`config.mk`:
```
export PLATFORM = sky130hd
export DESIGN_NAME = rr_arbiter
export DESIGN_NICKNAME = d
export VERILOG_FILES = /design/src/rtl/rr_arbiter.sv
export SDC_FILE = /design/constraint.sdc
export NUM_CORES = 1
export LEC_CHECK = 0
export CAP_MARGIN = 0
export CORE_MARGIN = 5
export CORE_UTILIZATION = 38
export CTS_CLUSTER_SIZE = 8
export DETAILED_ROUTE_END_ITERATION = 12
export PLACE_DENSITY = 0.71
export SKIP_LAST_GASP = 1
export SLEW_MARGIN = 25
export SYNTH_ARGS = -nofsm -noshare
export SYNTH_HDL_FRONTEND = slang
export SYNTH_SLANG_ARGS = --single-unit
export TNS_END_PERCENT = 10
```
`constraint.sdc`:
```
create_clock -name clk -period 1.5 [get_ports clk]
set_input_delay 0.3 -clock clk [delete_from_list [all_inputs] [get_ports clk]]
set_output_delay 0.3 -clock clk [all_outputs]
set_load 0.05 [all_outputs]
```
`src/rtl/rr_arbiter.sv`:
```
// Round-robin arbiter granting one shared gate datapath to N requesters.
// Define ARB_TIMEOUT_EN to revoke grants held longer than MAX_HOLD cycles.
module rr_arbiter #(
  parameter int N        = 4,
  parameter int IDW      = 2,
  parameter int MAX_HOLD = 16
) (
  input  logic           clk,
  input  logic           rst,
  input  logic [N-1:0]   req,
  input  logic [N-1:0]   done,
  output logic [N-1:0]   gnt,
  output logic [IDW-1:0] gnt_id,
  output logic           busy,
  output logic           timeout
);

  typedef enum logic {IDLE, GRANT} state_t;

  localparam logic [7:0] HOLD_LAST = 8'(MAX_HOLD - 1);

  state_t         state, state_nxt;
  logic [IDW-1:0] last_id, last_id_nxt;
  logic [IDW-1:0] gnt_id_nxt;
  logic [N-1:0]   gnt_nxt;
  logic           busy_nxt, timeout_nxt;
  logic [IDW-1:0] sel, idx;
  logic           found;
  logic           release_now;
  logic           limit_hit;

  // Rotating priority search starting just after the most recent grantee.
  always_comb begin
    // NOTE: every always_comb output gets a default first so no latch is inferred.
    found = 1'b0;
    sel   = '0;
    idx   = '0;
    for (int k = 1; k <= N; k++) begin
      idx = IDW'((int'(last_id) + k) % N);
      if (!found && req[idx]) begin
        found = 1'b1;
        sel   = idx;
      end
    end
  end

  assign release_now = done[gnt_id] | ~req[gnt_id];

`ifdef ARB_TIMEOUT_EN
  logic [7:0] hold_cnt, hold_cnt_nxt;

  assign limit_hit    = (hold_cnt == HOLD_LAST);
  assign hold_cnt_nxt = (state == GRANT) ? hold_cnt + 8'd1 : 8'd0;

  always_ff @(posedge clk or posedge rst) begin
    if (rst) hold_cnt <= 8'd0;
    else     hold_cnt <= hold_cnt_nxt;
  end
`else
  logic unused_hold;

  assign limit_hit   = 1'b0;
  assign unused_hold = ^HOLD_LAST;
`endif

  always_comb begin
    state_nxt   = state;
    gnt_nxt     = gnt;
    gnt_id_nxt  = gnt_id;
    busy_nxt    = busy;
    last_id_nxt = last_id;
    timeout_nxt = 1'b0;
    case (state)
      IDLE: begin
        gnt_nxt  = '0;
        busy_nxt = 1'b0;
        if (found) begin
          state_nxt  = GRANT;
          gnt_nxt    = N'(1) << sel;
          gnt_id_nxt = sel;
          busy_nxt   = 1'b1;
        end
      end
      GRANT: begin
        // A real release beats the hold limit, so timeout only flags a revocation.
        if (release_now || limit_hit) begin
          state_nxt   = IDLE;
          gnt_nxt     = '0;
          busy_nxt    = 1'b0;
          last_id_nxt = gnt_id;
          timeout_nxt = ~release_now;
        end
      end
      default: state_nxt = IDLE;
    endcase
  end

  always_ff @(posedge clk or posedge rst) begin
    if (rst) begin
      state   <= IDLE;
      gnt     <= '0;
      gnt_id  <= '0;
      busy    <= 1'b0;
      timeout <= 1'b0;
      last_id <= IDW'(N - 1);
    end else begin
      // NOTE: non-blocking assignments so all registers update from pre-edge values.
      state   <= state_nxt;
      gnt     <= gnt_nxt;
      gnt_id  <= gnt_id_nxt;
      busy    <= busy_nxt;
      timeout <= timeout_nxt;
      last_id <= last_id_nxt;
    end
  end

endmodule

```
Yosys cells after proc, flatten, opt, wreduce, memory -nomap -nowiden
Index checks and enable logic that the tools add are counted.
{"block": "word_totals", "latchBits": 0, "mem_bits_rw": 0, "regBits": 11, "output_inout_bits": 8, "in_bits": 10, "rom_bits": 0, "word_cells": 59, "n_memories": 0}
{"block": "classes", "div_mod_pow": 0, "bitwise_logic": 4, "addsub": 4, "n_shift": 1, "mul": 0, "mux": 30, "reduce_logical": 8, "n_eq_ne": 1, "n_lt_le_gt_ge": 5}
{"cell": "$lt 2x3->1 const B", "count": 5}
{"cell": "$mux 1", "count": 15}
{"cell": "$bmux 1 s2", "count": 6}
{"cell": "$mux 2", "count": 4}
{"cell": "$mux 4", "count": 2}
{"cell": "$pmux 4 s2", "count": 1}
{"cell": "$add 2x1->2 const B", "count": 2}
{"cell": "$add 2x2->2 const B", "count": 2}
{"cell": "$pmux 1 s2", "count": 2}
{"cell": "$reduce_and 2->1", "count": 2}
{"cell": "$shl 1x2->4 const A", "count": 1}
{"cell": "$logic_and 1x1->1", "count": 3}
{"cell": "$logic_not 1->1", "count": 3}
{"cell": "$not 1->1", "count": 3}
{"cell": "$ne 2x1->1 const B", "count": 1}
{"cell": "$or 1x1->1", "count": 1}

Longest topological paths before layout
{"block": "logic_depth", "ltp_word": 16, "mapped_depth": 4}

Worst setup path after synthesis
No wires, ideal clock.
{"block": "synth_path", "path_type": "register -> register", "startpoint": "register gnt_id[1]", "endpoint": "register last_id[0]", "n_path_buf": 0, "slack_ns": -0.253, "stages_incl_launch_ff": 4, "arrival_time_ns": 1.670, "setup_ns": 0.082, "period_less_slack_ns": 1.753, "path_cell_list": "dfrtp_1 -> mux4_2 -> nor2_1 -> mux2_2"}
{"block": "synth_between", "elab_chain_cells": 5, "elab_cells_between_ends": 7, "cone_classes": "mux: 4; bitwise: 2; reduce/logical: 1"}
{"element": "start, declared", "line_no": "13", "source": "output logic [IDW-1:0] gnt_id,"}
{"element": "start signal, assigned", "line_no": "110", "source": "gnt_id <= gnt_id_nxt;"}
{"element": "$bmux 1 s2", "line_no": "47", "source": "assign release_now = done[gnt_id] | ~req[gnt_id];"}
{"element": "$mux 1 (implied by the code)", "line_no": "47"}
{"element": "$not 1->1", "line_no": "47"}
{"element": "$or 1x1->1 *", "line_no": "47"}
{"element": "$reduce_and 2->1 (no source line) *"}
{"element": "end signal, assigned", "line_no": "105", "source": "last_id <= IDW'(N - 1);"}
{"element": "end signal, assigned", "line_no": "113", "source": "last_id <= last_id_nxt;"}
{"element": "end, declared", "line_no": "23", "source": "logic [IDW-1:0] last_id, last_id_nxt;"}
Every way passes the cells marked *; elsewhere a longest branch is shown, timed or not. The select of a mux whose other input is x is not followed.
A chain may end at the register's enable or synchronous reset.

Worst setup path in the final report
{"block": "layout_path", "startpoint": "register last_id[0]", "endpoint": "register gnt[0]"}
{"block": "layout_between", "elab_chain_cells": 16, "elab_cells_between_ends": 29, "cone_classes": "add/sub: 4; shift: 1; mux: 18; reduce/logical: 6"}
{"element": "$add 2x1->2", "line_no": "39", "source": "idx = IDW'((int'(last_id) + k) % N);"}
{"element": "$bmux 1 s2", "line_no": "40", "source": "if (!found && req[idx]) begin"}
{"element": "$mux 1 (implied by the code)", "line_no": "40"}
{"element": "$mux 1", "line_no": "40"}
{"element": "$logic_not 1->1", "line_no": "40"}
{"element": "$logic_and 1x1->1", "line_no": "40"}
{"element": "$mux 1", "line_no": "40"}
{"element": "$logic_not 1->1", "line_no": "40"}
{"element": "$logic_and 1x1->1", "line_no": "40"}
{"element": "$mux 1", "line_no": "40"}
{"element": "$logic_not 1->1", "line_no": "40"}
{"element": "$logic_and 1x1->1", "line_no": "40"}
{"element": "$mux 2", "line_no": "40"}
{"element": "$shl 1x2->4", "line_no": "79", "source": "gnt_nxt = N'(1) << sel;"}
{"element": "$mux 4 *", "line_no": "77", "source": "if (found) begin"}
{"element": "$pmux 4 s2 *", "line_no": "73", "source": "case (state)"}
{"element": "end signal, assigned", "line_no": "109", "source": "gnt <= gnt_nxt;"}
{"element": "end, declared", "line_no": "12", "source": "output logic [N-1:0] gnt,"}
Marks and branches as above.

==> results.sh <==
export IMPL_status="finished clean"
export IMPL_post_synth_top_area_fraction=0.367
export IMPL_detail_route_wl_per_cell_um=14.3
export IMPL_routed_wl_met2_um=714
export IMPL_finalMaxSlewViolations=0
export IMPL_synth_cells_most_frequent="sky130_fd_sc_hd__dfrtp_1 (8), sky130_fd_sc_hd__nor2_1 (6), sky130_fd_sc_hd__a21oi_1 (4), sky130_fd_sc_hd__inv_1 (4), sky130_fd_sc_hd__nor2b_1 (4)"
export IMPL_critPathRequiredTime_ps=1660
export IMPL_max_cap_violations=0
export IMPL_dr_max_layer_used="met4"
export IMPL_postSynthRegisterBits=10
export IMPL_postSynthNetCount=65
export IMPL_setup_viol=0
export IMPL_grtUsageTotal=0.148
export IMPL_worst_path_largest_cell_delay_ps=580
export IMPL_finalNonFillerCells=100
export IMPL_cp_cell_sequence="nor3b_1 -> a311oi_1 -> buf_4 -> inv_1 -> a32o_2"
export IMPL_worstPathArrival_ps=1650
export IMPL_vdd_ir_drop_worst_mv=1.26
export IMPL_area_of_the_multi_input_gates_um2=305
export IMPL_grt_pass1_vias=564
export IMPL_post_synth_top_count_cell="sky130_fd_sc_hd__dfrtp_1"
export IMPL_report_final_hold_viol_count=0
export IMPL_final_design_area_no_fill_um2=933
export IMPL_netlist_top_cells_area="sky130_fd_sc_hd__dfrtp_1 (37%), sky130_fd_sc_hd__dfstp_2 (9.6%), sky130_fd_sc_hd__nor2b_1 (4.6%)"
export IMPL_critical_path_max_fanout=5
export IMPL_wl_met3_um=112
export IMPL_globalRoute_totalOverflow=0
export IMPL_die_h_um=47.9
export IMPL_n_antenna_cell=0
export IMPL_synth_enable_flop_cells=0
export IMPL_power_static_leakage_uw=0.000447
export IMPL_detail_route_antenna_nets=0
export IMPL_finish_net_count=96
export IMPL_cts_tree="done"
export IMPL_port_buffers=16
export IMPL_place_area_um2=865
export IMPL_seqCellArea_um2=255
export IMPL_routabilityCongestion=0.758
export IMPL_fmaxAchievable_ghz=0.670
export IMPL_timing_final_crit_period_ps=1490
export IMPL_detail_routed_via_count_per_cell=5.24
export IMPL_synth_cell_type_count=26
export IMPL_postSynthCellCount=55
export IMPL_layout_setup_ws_ps=8.22
export IMPL_clock_sinks=10
export IMPL_std_cell_rows=13
export IMPL_post_place_cells=95
export IMPL_final_layout_size_suffix_gt1_frac=0.424
export IMPL_drt_drc_violations_left=0
export IMPL_timing_critical_path_to_type="register"
export IMPL_synthFlopType="sky130_fd_sc_hd__dfrtp_1"
export IMPL_routed_via_count=524
export IMPL_skew_ps=4.33
export IMPL_grt_setup_unrepaired="true"
export IMPL_synth_area_leader_cell="sky130_fd_sc_hd__dfrtp_1"
export IMPL_wirelength_met1_um=579
export IMPL_yosys_warnings=0
export IMPL_drt_iter0_markers=7
export IMPL_synth_area_per_cell_um2=9.92
export IMPL_die_width_um=47.9
export IMPL_worst_hold_slack_ps=298
export IMPL_total_of_fill_cells_in_the_finished_design=113
export IMPL_design_portCount=18
export IMPL_firstDrtPassIters=4
export IMPL_fin_crit_sh=0.995
export IMPL_critical_path_class="register to register"
export IMPL_critical_path_top_delay_family="flip-flops"
export IMPL_critical_path_buf_inv_count=2
export IMPL_ys_async_sr_fraction=1.00
export IMPL_clockRootBuffer="sky130_fd_sc_hd__clkbuf_4"
export IMPL_cts_htree_levels=1
export IMPL_grt_max_degree=11
export IMPL_clock_slew_at_the_register_clock_pins_of_the_worst_setup_and_hold_paths_ps=70
export IMPL_path_class_of_the_lowest_slack_min_delay_path="input pin to async pin"
export IMPL_clk_latency_worst_skew_pair_ps=270
export IMPL_power_density_mw_per_mm2=2220
export IMPL_ys_seq_area_frac=0.463
export IMPL_cts_path_max_buffers=2
export IMPL_cp_start_kind="register"
export IMPL_syn_to_final_growth_pct=71.1
export IMPL_initial_utilization=0.409
export IMPL_number_of_antenna_violations_at_the_first_check_in_global_routing=0
export IMPL_pre_cts_ws_ps=-444
export IMPL_synthesis_area_um2=546
export IMPL_die_area_mm2=0.00229
export IMPL_placeableCoreArea_mm2=0.00133
export IMPL_hpwlAfterDp_mm=1.05
export IMPL_routed_wirelength_mm=1.43
export IMPL_grt_first_pass_wirelength_mm=2.31
export IMPL_cts_made_buffers=3
export IMPL_worst_path_max_delay_cell="sky130_fd_sc_hd__dfstp_2"
[sequential cells by signal, summed over array words and instances (netlist names)]
register	count
gnt	4
gnt_id	2
last_id	2
busy	1
state	1
[power breakdown]
| group | leakage (uW) | internal (uW) | switching, uW |
|---|---|---|---|
| sequential | 0.000119 | 421 | 135 |
| clock | 0.0000210 | 148 | 97.6 |
| combinational | 0.000307 | 636 | 633 |
[repair_timing]
item | 4_1_cts | 5_1_grt
gates resized for setup | 12 | 6
buffers inserted | 1 | 0
pin swaps | 1 | 2
endpoints found under the setup margin | 7 | 6
hold buffers | 0 | 0
[logic make-up after synthesis]
group           count (synthesis)  synth area share
simple gates                   22             0.222
compound gates                 14             0.186
flops                          10             0.463
buf+inv                         5            0.0413
mux                             3            0.0803
other cells                     1           0.00687
[metal layers]
layer / vias to the layer above / GRT usage
li1: 254 / -
met1: 249 / 0.172
met2: 19 / 0.248
met3: 2 / 0.0338
met4: 0 / 0.0806
met5: - / 0
[final cells by class]
cell class,count,share of cell area
inverters,4,0.0161
flip-flops and latches,10,0.273
clock buffers,4,0.0389
well taps,15,0.0201
repair buffers,27,0.324
multi-input cells,40,0.327
[worst paths after layout]
kind / startpoint / to / slack (ps) / cells past startpoint
setup reg to reg: last_id[0] / gnt[0] / 8 / 5
max in group asynchronous: rst / last_id[1] / 880 / 2
hold reg to reg: busy / busy / 550 / 1
hold / removal: rst / gnt[3] / 300 / 2
min in group clk: busy / busy / 550 / 1
setup / recovery: last_id[0] / gnt[0] / 8 / 5
[per-stage QoR]
step	setup TNS, ps	utilization	power, uW
floorplan	-385	-	1160
global placement	-3180	0.648	1770
detailed placement	-3320	0.648	1790
CTS	0	0.683	2050
global route	-24.0	0.700	2180
finish	0	0.700	2070
[cells in the final DEF, fill, tap and decap left out, drive strengths merged]
| cell type | Yosys | final |
|---|---|---|
| buf | 1 | 18 |
| dlygate4sd2 | 0 | 8 |
| dfrtp | 8 | 8 |
| nor2 | 6 | 6 |
| inv | 4 | 4 |
| a21oi | 4 | 4 |
| clkbuf | 0 | 4 |
| nor2b | 4 | 4 |
| nand2b | 3 | 3 |
| or2 | 2 | 2 |
| nor3b | 2 | 2 |
| nand2 | 2 | 2 |
| dfstp | 2 | 2 |
| o21ai | 2 | 2 |
| a32o | 2 | 2 |
| mux4 | 1 | 1 |
| and2 | 1 | 1 |
| nor4 | 1 | 1 |
| a21o | 1 | 1 |
| a311oi | 1 | 1 |
| a221oi | 1 | 1 |
| o2bb2ai | 1 | 1 |
| nand3 | 1 | 1 |
| o41ai | 1 | 1 |
| mux2 | 1 | 1 |
| mux2i | 1 | 1 |
| a211o | 1 | 1 |
| conb | 1 | 1 |
| clkdlybuf4s50 | 0 | 1 |
No activity file was read; power rests on OpenSTA's default activity.
